## src/rtl/mac_accum_engine_pkg.sv

```systemverilog
// ============================================================================
// Module      : mac_accum_package
// Description : Shared types and default widths for the MAC accumulate engine.
// Revision    : 1.0 - initial release
// ============================================================================
`default_nettype none

package mac_accum_package;

    localparam int unsigned MAC_DATA_WIDTH = 32;
    localparam int unsigned MAC_ACC_WIDTH  = 64;
    localparam int unsigned MAC_CNT_WIDTH  = 16;

    typedef struct packed {
        logic                     start;
        logic [MAC_CNT_WIDTH-1:0] len;
        logic [MAC_CNT_WIDTH-1:0] nb_out;
        logic [5:0]               shift;
    } ctrl_engine_t;

    typedef struct packed {
        logic                     busy;
        logic                     done;
        logic [MAC_CNT_WIDTH-1:0] acc_cnt;
        logic [MAC_CNT_WIDTH-1:0] out_cnt;
    } flags_engine_t;

    typedef enum logic [2:0] {
        ST_IDLE  = 3'd0,
        ST_RUN   = 3'd1,
        ST_DRAIN = 3'd2,
        ST_EMIT  = 3'd3,
        ST_DONE  = 3'd4
    } mac_accum_state_t;

endpackage

`default_nettype wire

```

## src/rtl/hwpe_stream_intf_stream.sv

```systemverilog
// ============================================================================
// Module      : hwpe_stream_intf_stream
// Description : Valid/ready data stream with byte strobes.
// Revision    : 1.0 - initial release
// ============================================================================
`default_nettype none

interface hwpe_stream_intf_stream #(
    parameter int unsigned DATA_WIDTH = 32
);
    localparam int unsigned STRB_WIDTH = DATA_WIDTH / 8;

    logic                  valid;
    logic                  ready;
    logic [DATA_WIDTH-1:0] data;
    logic [STRB_WIDTH-1:0] strb;

    modport source (output valid, output data, output strb, input ready);
    modport sink   (input valid, input data, input strb, output ready);
endinterface

`default_nettype wire

```

## src/rtl/mac_accum_engine_datapath.sv

```systemverilog
// ============================================================================
// Module      : mac_accum_datapath
// Description : Product register, accumulator and shift/reduce of the result.
//               Optional macro MAC_ACCUM_SAT_EN selects saturation over wrap.
// Revision    : 1.0 - initial release
// ============================================================================
`default_nettype none

module mac_accum_datapath #(
    parameter int unsigned DATA_WIDTH = 32,
    parameter int unsigned ACC_WIDTH  = 64
) (
    input  logic                  clk,
    input  logic                  rst,
    input  logic                  i_en,
    input  logic                  i_in_valid,
    input  logic [DATA_WIDTH-1:0] i_a,
    input  logic [DATA_WIDTH-1:0] i_b,
    input  logic                  i_acc_clr,
    input  logic                  i_res_load,
    input  logic [5:0]            i_shift,
    output logic                  o_acc_en,
    output logic [DATA_WIDTH-1:0] o_res
);

    logic signed [2*DATA_WIDTH-1:0] w_prod;
    logic signed [2*DATA_WIDTH-1:0] r_prod;
    logic                           r_pvalid;
    logic signed [ACC_WIDTH-1:0]    w_prod_ext;
    logic signed [ACC_WIDTH-1:0]    r_acc;
    logic signed [ACC_WIDTH-1:0]    w_shifted;
    logic        [DATA_WIDTH-1:0]   w_res;
    logic        [DATA_WIDTH-1:0]   r_res;

    assign w_prod     = $signed(i_a) * $signed(i_b);
    assign w_prod_ext = ACC_WIDTH'(r_prod);
    // Oversized shift amounts naturally collapse to all sign bits.
    assign w_shifted  = r_acc >>> i_shift;
    assign o_acc_en   = r_pvalid & i_en;
    assign o_res      = r_res;

`ifdef MAC_ACCUM_SAT_EN
    localparam logic signed [ACC_WIDTH-1:0] C_SAT_MAX =
        (ACC_WIDTH'(1) << (DATA_WIDTH - 1)) - ACC_WIDTH'(1);
    localparam logic signed [ACC_WIDTH-1:0] C_SAT_MIN = ~C_SAT_MAX;

    always_comb begin
        w_res = w_shifted[DATA_WIDTH-1:0];
        if (w_shifted > C_SAT_MAX) begin
            w_res = C_SAT_MAX[DATA_WIDTH-1:0];
        end else if (w_shifted < C_SAT_MIN) begin
            w_res = C_SAT_MIN[DATA_WIDTH-1:0];
        end
    end
`else
    always_comb begin
        w_res = w_shifted[DATA_WIDTH-1:0];
    end
`endif

    always_ff @(posedge clk) begin
        if (rst) begin
            r_prod   <= '0;
            r_pvalid <= 1'b0;
            r_acc    <= '0;
            r_res    <= '0;
        end else if (i_en) begin
            r_pvalid <= i_in_valid;
            if (i_in_valid) begin
                r_prod <= w_prod;
            end
            if (i_acc_clr) begin
                r_acc <= '0;
            end else if (r_pvalid) begin
                r_acc <= r_acc + w_prod_ext;
            end
            if (i_res_load) begin
                r_res <= w_res;
            end
        end
    end

endmodule

`default_nettype wire

```

## src/rtl/mac_accum_engine.sv

```systemverilog
// ============================================================================
// Module      : mac_accum_engine
// Description : Signed multiply-accumulate stage: LEN products per result,
//               NB_OUT results per job. Macro MAC_ACCUM_SAT_EN enables saturation.
// Revision    : 1.0 - initial release
// ============================================================================
`default_nettype none

module mac_accum_engine
    import mac_accum_package::*;
#(
    parameter int unsigned DATA_WIDTH = MAC_DATA_WIDTH,
    parameter int unsigned ACC_WIDTH  = MAC_ACC_WIDTH,
    parameter int unsigned CNT_WIDTH  = MAC_CNT_WIDTH
) (
    input  logic                   clk_i,
    input  logic                   rst_ni,
    input  logic                   enable_i,
    input  logic                   clear_i,
    hwpe_stream_intf_stream.sink   a_i,
    hwpe_stream_intf_stream.sink   b_i,
    hwpe_stream_intf_stream.source c_o,
    input  ctrl_engine_t           ctrl_i,
    output flags_engine_t          flags_o
);

    mac_accum_state_t      r_state;
    mac_accum_state_t      w_state_nxt;
    logic [CNT_WIDTH-1:0]  r_len;
    logic [CNT_WIDTH-1:0]  r_nb_out;
    logic [5:0]            r_shift;
    logic [CNT_WIDTH-1:0]  r_issued;
    logic [CNT_WIDTH-1:0]  r_acc_cnt;
    logic [CNT_WIDTH-1:0]  r_out_cnt;
    logic                  w_clr;
    logic                  w_start_ok;
    logic                  w_in_hs;
    logic                  w_last_issue;
    logic                  w_acc_en;
    logic                  w_acc_done;
    logic                  w_out_hs;
    logic                  w_more_out;
    logic [DATA_WIDTH-1:0] w_res;

    assign w_clr        = ~rst_ni | clear_i;
    assign w_start_ok   = (ctrl_i.len != '0) && (ctrl_i.nb_out != '0);
    // Joint-valid pop: neither stream is ever consumed alone.
    assign w_in_hs      = (r_state == ST_RUN) & a_i.valid & b_i.valid & enable_i
                          & (r_issued < r_len);
    assign w_last_issue = w_in_hs & ((r_issued + CNT_WIDTH'(1)) == r_len);
    assign w_acc_done   = (r_state == ST_DRAIN) & (r_acc_cnt == r_len) & enable_i;
    assign w_out_hs     = (r_state == ST_EMIT) & c_o.ready & enable_i;
    assign w_more_out   = (r_out_cnt + CNT_WIDTH'(1)) < r_nb_out;

    assign a_i.ready = w_in_hs;
    assign b_i.ready = w_in_hs;
    assign c_o.valid = (r_state == ST_EMIT);
    assign c_o.data  = w_res;
    assign c_o.strb  = '1;

    mac_accum_datapath #(
        .DATA_WIDTH (DATA_WIDTH),
        .ACC_WIDTH  (ACC_WIDTH)
    ) u_datapath (
        .clk        (clk_i),
        .rst        (w_clr),
        .i_en       (enable_i),
        .i_in_valid (w_in_hs),
        .i_a        (a_i.data),
        .i_b        (b_i.data),
        .i_acc_clr  (w_out_hs),
        .i_res_load (w_acc_done),
        .i_shift    (r_shift),
        .o_acc_en   (w_acc_en),
        .o_res      (w_res)
    );

    always_ff @(posedge clk_i) begin
        if (w_clr) begin
            r_state <= ST_IDLE;
        end else if (enable_i) begin
            r_state <= w_state_nxt;
        end
    end

    always_comb begin
        w_state_nxt = r_state;
        case (r_state)
            ST_IDLE: begin
                if (ctrl_i.start) begin
                    w_state_nxt = w_start_ok ? ST_RUN : ST_DONE;
                end
            end
            ST_RUN: begin
                if (w_last_issue) begin
                    w_state_nxt = ST_DRAIN;
                end
            end
            ST_DRAIN: begin
                if (w_acc_done) begin
                    w_state_nxt = ST_EMIT;
                end
            end
            ST_EMIT: begin
                if (w_out_hs) begin
                    w_state_nxt = w_more_out ? ST_RUN : ST_DONE;
                end
            end
            ST_DONE:  w_state_nxt = ST_IDLE;
            default:  w_state_nxt = ST_IDLE;
        endcase
    end

    always_ff @(posedge clk_i) begin
        if (w_clr) begin
            r_len     <= '0;
            r_nb_out  <= '0;
            r_shift   <= '0;
            r_issued  <= '0;
            r_acc_cnt <= '0;
            r_out_cnt <= '0;
        end else if (enable_i) begin
            if ((r_state == ST_IDLE) && ctrl_i.start) begin
                r_len     <= ctrl_i.len;
                r_nb_out  <= ctrl_i.nb_out;
                r_shift   <= ctrl_i.shift;
                r_issued  <= '0;
                r_acc_cnt <= '0;
                r_out_cnt <= '0;
            end
            if (w_in_hs) begin
                r_issued <= r_issued + CNT_WIDTH'(1);
            end
            if (w_acc_en) begin
                r_acc_cnt <= r_acc_cnt + CNT_WIDTH'(1);
            end
            if (w_out_hs) begin
                r_out_cnt <= r_out_cnt + CNT_WIDTH'(1);
                r_acc_cnt <= '0;
                r_issued  <= '0;
            end
        end
    end

    always_comb begin
        flags_o         = '0;
        flags_o.busy    = (r_state != ST_IDLE);
        flags_o.done    = (r_state == ST_DONE);
        flags_o.acc_cnt = r_acc_cnt;
        flags_o.out_cnt = r_out_cnt;
    end

endmodule

`default_nettype wire

```

## src/flat_wrapper.sv

```systemverilog
// flat-port wrapper written by rule: the top's interface ports become plain ports
module mac_accum_engine_flat import mac_accum_package::*;
#(
    parameter int unsigned DATA_WIDTH = MAC_DATA_WIDTH,
    parameter int unsigned ACC_WIDTH  = MAC_ACC_WIDTH,
    parameter int unsigned CNT_WIDTH  = MAC_CNT_WIDTH
)
  (clk_i, rst_ni, enable_i, clear_i, ctrl_i, flags_o, a_i_valid, a_i_data, a_i_strb, a_i_ready, b_i_valid, b_i_data, b_i_strb, b_i_ready, c_o_valid, c_o_data, c_o_strb, c_o_ready);
  hwpe_stream_intf_stream #(.DATA_WIDTH(DATA_WIDTH)) a_i_i ();
  hwpe_stream_intf_stream #(.DATA_WIDTH(DATA_WIDTH)) b_i_i ();
  hwpe_stream_intf_stream #(.DATA_WIDTH(DATA_WIDTH)) c_o_i ();
  input  logic clk_i;
  input  logic rst_ni;
  input  logic enable_i;
  input  logic clear_i;
  input  ctrl_engine_t ctrl_i;
  output flags_engine_t flags_o;
  input wire logic [$bits(a_i_i.valid)-1:0] a_i_valid;
  input wire logic [$bits(a_i_i.data)-1:0] a_i_data;
  input wire logic [$bits(a_i_i.strb)-1:0] a_i_strb;
  output wire logic [$bits(a_i_i.ready)-1:0] a_i_ready;
  input wire logic [$bits(b_i_i.valid)-1:0] b_i_valid;
  input wire logic [$bits(b_i_i.data)-1:0] b_i_data;
  input wire logic [$bits(b_i_i.strb)-1:0] b_i_strb;
  output wire logic [$bits(b_i_i.ready)-1:0] b_i_ready;
  output wire logic [$bits(c_o_i.valid)-1:0] c_o_valid;
  output wire logic [$bits(c_o_i.data)-1:0] c_o_data;
  output wire logic [$bits(c_o_i.strb)-1:0] c_o_strb;
  input wire logic [$bits(c_o_i.ready)-1:0] c_o_ready;
  assign a_i_i.valid = a_i_valid;
  assign a_i_i.data = a_i_data;
  assign a_i_i.strb = a_i_strb;
  assign a_i_ready = a_i_i.ready;
  assign b_i_i.valid = b_i_valid;
  assign b_i_i.data = b_i_data;
  assign b_i_i.strb = b_i_strb;
  assign b_i_ready = b_i_i.ready;
  assign c_o_valid = c_o_i.valid;
  assign c_o_data = c_o_i.data;
  assign c_o_strb = c_o_i.strb;
  assign c_o_i.ready = c_o_ready;
  mac_accum_engine #(.DATA_WIDTH(DATA_WIDTH), .ACC_WIDTH(ACC_WIDTH), .CNT_WIDTH(CNT_WIDTH)) u_core (.clk_i(clk_i), .rst_ni(rst_ni), .enable_i(enable_i), .clear_i(clear_i), .a_i(a_i_i), .b_i(b_i_i), .c_o(c_o_i), .ctrl_i(ctrl_i), .flags_o(flags_o));
endmodule
```

## config.mk

```make
export PLATFORM = sky130hd
export DESIGN_NAME = mac_accum_engine_flat
export DESIGN_NICKNAME = d
export VERILOG_FILES = /design/src/rtl/mac_accum_engine_pkg.sv /design/src/rtl/hwpe_stream_intf_stream.sv /design/src/rtl/mac_accum_engine_datapath.sv /design/src/rtl/mac_accum_engine.sv /design/src/flat_wrapper.sv
export SDC_FILE = /design/constraint.sdc
export NUM_CORES = 2
export LEC_CHECK = 0
export CORE_MARGIN = 3
export CORE_UTILIZATION = 45
export CTS_CLUSTER_SIZE = 12
export DETAILED_ROUTE_END_ITERATION = 7
export SYNTH_ARGS = -nofsm -noshare
export SYNTH_HDL_FRONTEND = slang
export SYNTH_SLANG_ARGS = --single-unit
```

## constraint.sdc

```tcl
create_clock -name clk_i -period 10.7 [get_ports clk_i]
set_input_delay 1.07 -clock clk_i [delete_from_list [all_inputs] [get_ports clk_i]]
set_output_delay 1.07 -clock clk_i [all_outputs]
set_load 0.02 [all_outputs]
```

==> results by group <==
Synthesis
  – Main combinational cell family by area after synthesis: adder cells
  – Post-synthesis mux area share: 0.04582
  – Avg Cell Area, Syn: roughly 8.8 um^2
  – Asr flop ratio synth: 0
  – #FFs+latches synth: 250
  – Synthesized area: 0.05366 mm^2
  – Post-synthesis simple-gate area fraction: 0.1740
  – Synth cell types: 88
  – XOR/XNOR share of the synthesized area: 0.02987
  – Synthesized netlist cell count: between 6000 and 7000
  – Number of synthesized flops with an enable pin: 0
  – Ys flop type: dfxtp_1
  – Post-synthesis adder-cell area fraction: 0.4695
  – Yosys warns: 0
  – Compound-gate portion of the synthesized area: 0.09082
  – Register area share after synthesis: 0.09326

Clock network
  – CTS tree: done
  – Post-CTS setup buffers: 0
  – Clock root buffer: clkbuf_16
  – CTS buffer count: 30
  – H-tree Lvls: 1
  – Worst-path clk slew: around 0.060 ns
  – Clock Sinks: 250
  – Post-cts resize count: 0
  – CTS max path bufs: 3
  – CTS Hold Bufs: 0
  – Clk Latency, worst-skew pair: 0.57 ns

Final layout
  – Layout filler cell count: roughly 11000
  – Ratio of cells with drive above 1 in the final layout: 0.04807
  – Commonest non-fill, non-tap cell in the layout: fa_1
  – Area added between synthesis and finish: 8.079%
  – Area occupied by multi-input gates: between 0.04 and 0.05 mm^2
  – Post-layout util: 0.4905
  – Nets: between 7000 and 8000
  – Sequential Area: between 0.005 and 0.006 mm^2
  – Most frequent cells in the layout: 1083 x fa_1, 1015 x inv_1, 860 x nand2_1

Global route
  – Initial antenna violation count: 2
  – First-pass GRT wire length: 234800 um
  – Grt ovf: 0
  – Pin count of the biggest net entering global routing: 90
  – Total GRT Usage: 0.2357
  – Number of global-route vias before repair: around 43000

Timing
  – Fmax: ~0.11 GHz
  – Layout Skew: roughly 0.015 ns
  – Unrepaired setup endpoints after global routing: no
  – Slew margin rel.: 0.2735
  – Finish-stage setup viols: 0
  – Final min period: between 9 and 10 ns
  – Final setup TNS: 0 ns
  – Slew Limit Fails: 0
  – Hold Fails Final Rpt: 0
  – Worst slew pin tran: about 1.1 ns
  – Period utilization: 0.8748

Floorplanning
  – FP Rows: approximately 130
  – DIE HEIGHT: ~350 um
  – Die ar.: ~0.12 mm^2
  – Core ar.: between 0.1 and 0.15 mm^2
  – Initial Utilization: 0.4539
  – Num ports: roughly 190
  – Die width: about 350 um

Routing
  – Total Wirelength: around 140000 um
  – DRC violations left: 0
  – Final ANT Viol Nets: 0
  – Via density: 5.332
  – Vias: ~41000
  – DRT iter0 DRCs: 2563
  – DRT Pass-1 Iters: 7
  – Post-DR wirelength/cell: 18.41 um

Critical path
  – CP Max Fanout: 19
  – Max incr delay on CP: around 1.1 ns
  – Slowest CP cell: clkdlybuf4s50_1
  – Crit-path most repeated cell: fa_1
  – WS Path Type: input pin to flip-flop
  – Req. time, crit path: roughly 11 ns
  – Worst EP arrival: about 10 ns
  – CP Launch Type: input pin
  – Element type at the critical path end: flip-flop

Placed design
  – I/O Buffers: ~180
  – Gp weighted congestion: 0.8940
  – Post-detail-place hpwl: around 120000 um

Run status
  – Outcome: finished clean

Worst hold path
  – Hold Path Class: flip-flop to flip-flop

Job
  – Max Cap Viol: 0
[critical path: cells and delay by family]
kind                       cells  cell delay (ns)
adders and majority gates      9             4.33
xor gates and xnor gates       1             0.14
AOI/OAI and AO/OA              7             2.13
and+or+nand+nor                5             0.46
buffers and inverters          7             1.65
[cells in the mapped netlist, types with 5 or more instances]
master / n / area share
a211o_1: 5 / 0.00082
a211oi_1: 42 / 0.0059
a21boi_0: 5 / 0.00070
a21o_1: 72 / 0.010
a21oi_1: 342 / 0.032
a22o_1: 12 / 0.0020
a22oi_1: 14 / 0.0020
a311oi_1: 5 / 0.00082
a31oi_1: 26 / 0.0030
and2_1: 533 / 0.062
and3_1: 40 / 0.0047
buf_1: 19 / 0.0013
buf_2: 15 / 0.0014
buf_4: 6 / 0.00084
clkbuf_1: 305 / 0.021
dfxtp_1: 250 / 0.093
fa_1: 1083 / 0.40
ha_1: 281 / 0.066
inv_1: 1015 / 0.071
mux2_2: 5 / 0.0010
mux2i_1: 69 / 0.013
mux4_2: 76 / 0.032
nand2_1: 862 / 0.060
nand2b_1: 25 / 0.0029
nand3_1: 59 / 0.0055
nand3b_1: 10 / 0.0014
nand4_1: 28 / 0.0033
nor2_1: 293 / 0.020
nor2b_1: 30 / 0.0035
nor3_1: 29 / 0.0027
nor4_1: 18 / 0.0021
o211ai_1: 7 / 0.00098
o21a_1: 30 / 0.0042
o21ai_0: 144 / 0.013
o21ai_1: 16 / 0.0015
o21bai_1: 17 / 0.0024
o31a_1: 5 / 0.00082
or2_2: 6 / 0.00070
or3_1: 7 / 0.00082
or4_1: 5 / 0.00070
xnor2_1: 105 / 0.017
xor2_1: 78 / 0.013
[sequential cells by signal, summed over array words and instances (netlist names)]
signal                      count
u_core.r_acc_cnt               16
u_core.u_datapath.r_acc        64
u_core.u_datapath.o_res        32
u_core.u_datapath.r_pvalid      1
u_core.r_nb_out                16
u_core.u_datapath.r_prod       64
u_core.r_len                   16
u_core.r_issued                16
u_core.r_out_cnt               16
u_core.r_shift                  6
u_core.r_state                  3
[metrics by stage]
| stage | cell area, um^2 | worst slack (ns) | hold WS (ns) | cells |
|---|---|---|---|---|
| 6_report | 58000 | 1.340 | 0.4515 | 7611 |
| 2_1_floorplan | 53670 | 2.123 | 0.4336 | 6072 |
| 5_1_grt | 58000 | 0.9042 | 0.4656 | 7610 |
| 3_5_place_dp | 56940 | 0.7689 | 0.4463 | 7555 |
| 4_1_cts | 58000 | 1.393 | 0.4548 | 7610 |
| 3_3_place_gp | 56940 | 0.7744 | 0.4416 | 7555 |
[kinds of logic after synthesis]
group | after synthesis
AND/OR/NAND/NOR | 1962
buffers and inverters | 1366
adder cells (fa/ha/maj) | 1364
AO/OA/AOI/OAI | 793
flip-flops | 250
XOR/XNOR | 183
multiplexers | 150
other | 1
[final cells by class]
| type | count | area share |
|---|---|---|
| Multi-Input combinational cell | 4456 | 0.7500 |
| Sequential cell | 250 | 0.08642 |
| Inverter | 1017 | 0.06582 |
| Timing Repair Buffer | 296 | 0.04643 |
| Tap cell | 1536 | 0.03314 |
| Clock buffer | 40 | 0.01536 |
| Clock inverter | 15 | 0.002761 |
| Antenna cell | 1 | 0.00004315 |
[final timing paths]
| check | startpoint | endpoint | slack, ns | depth (start not counted) |
|---|---|---|---|---|
| setup reg to reg | u_core.r_out_cnt[0] | u_core.r_state[0] | 7.06 | 13 |
| hold / removal | u_core.r_nb_out[2] | u_core.r_nb_out[2] | 0.45 | 2 |
| setup / recovery | b_i_data[8] | u_core.u_datapath.r_prod[61] | 1.34 | 29 |
| hold reg to reg | u_core.r_nb_out[2] | u_core.r_nb_out[2] | 0.45 | 2 |
[metal layers]
layer  vias up  track usage  routed length, um  part of all wire
li1      18800            -                  -                 -
met1     20750       0.3230              62450              0.45
met2       857       0.4104              68730              0.49
met3       170      0.02230               6264             0.045
met4         0      0.04297               2703             0.019
met5         -            0                  0                 0
Power is not shown: default switching activity piles up to over one toggle a cycle in this logic, so the estimate is an artifact.
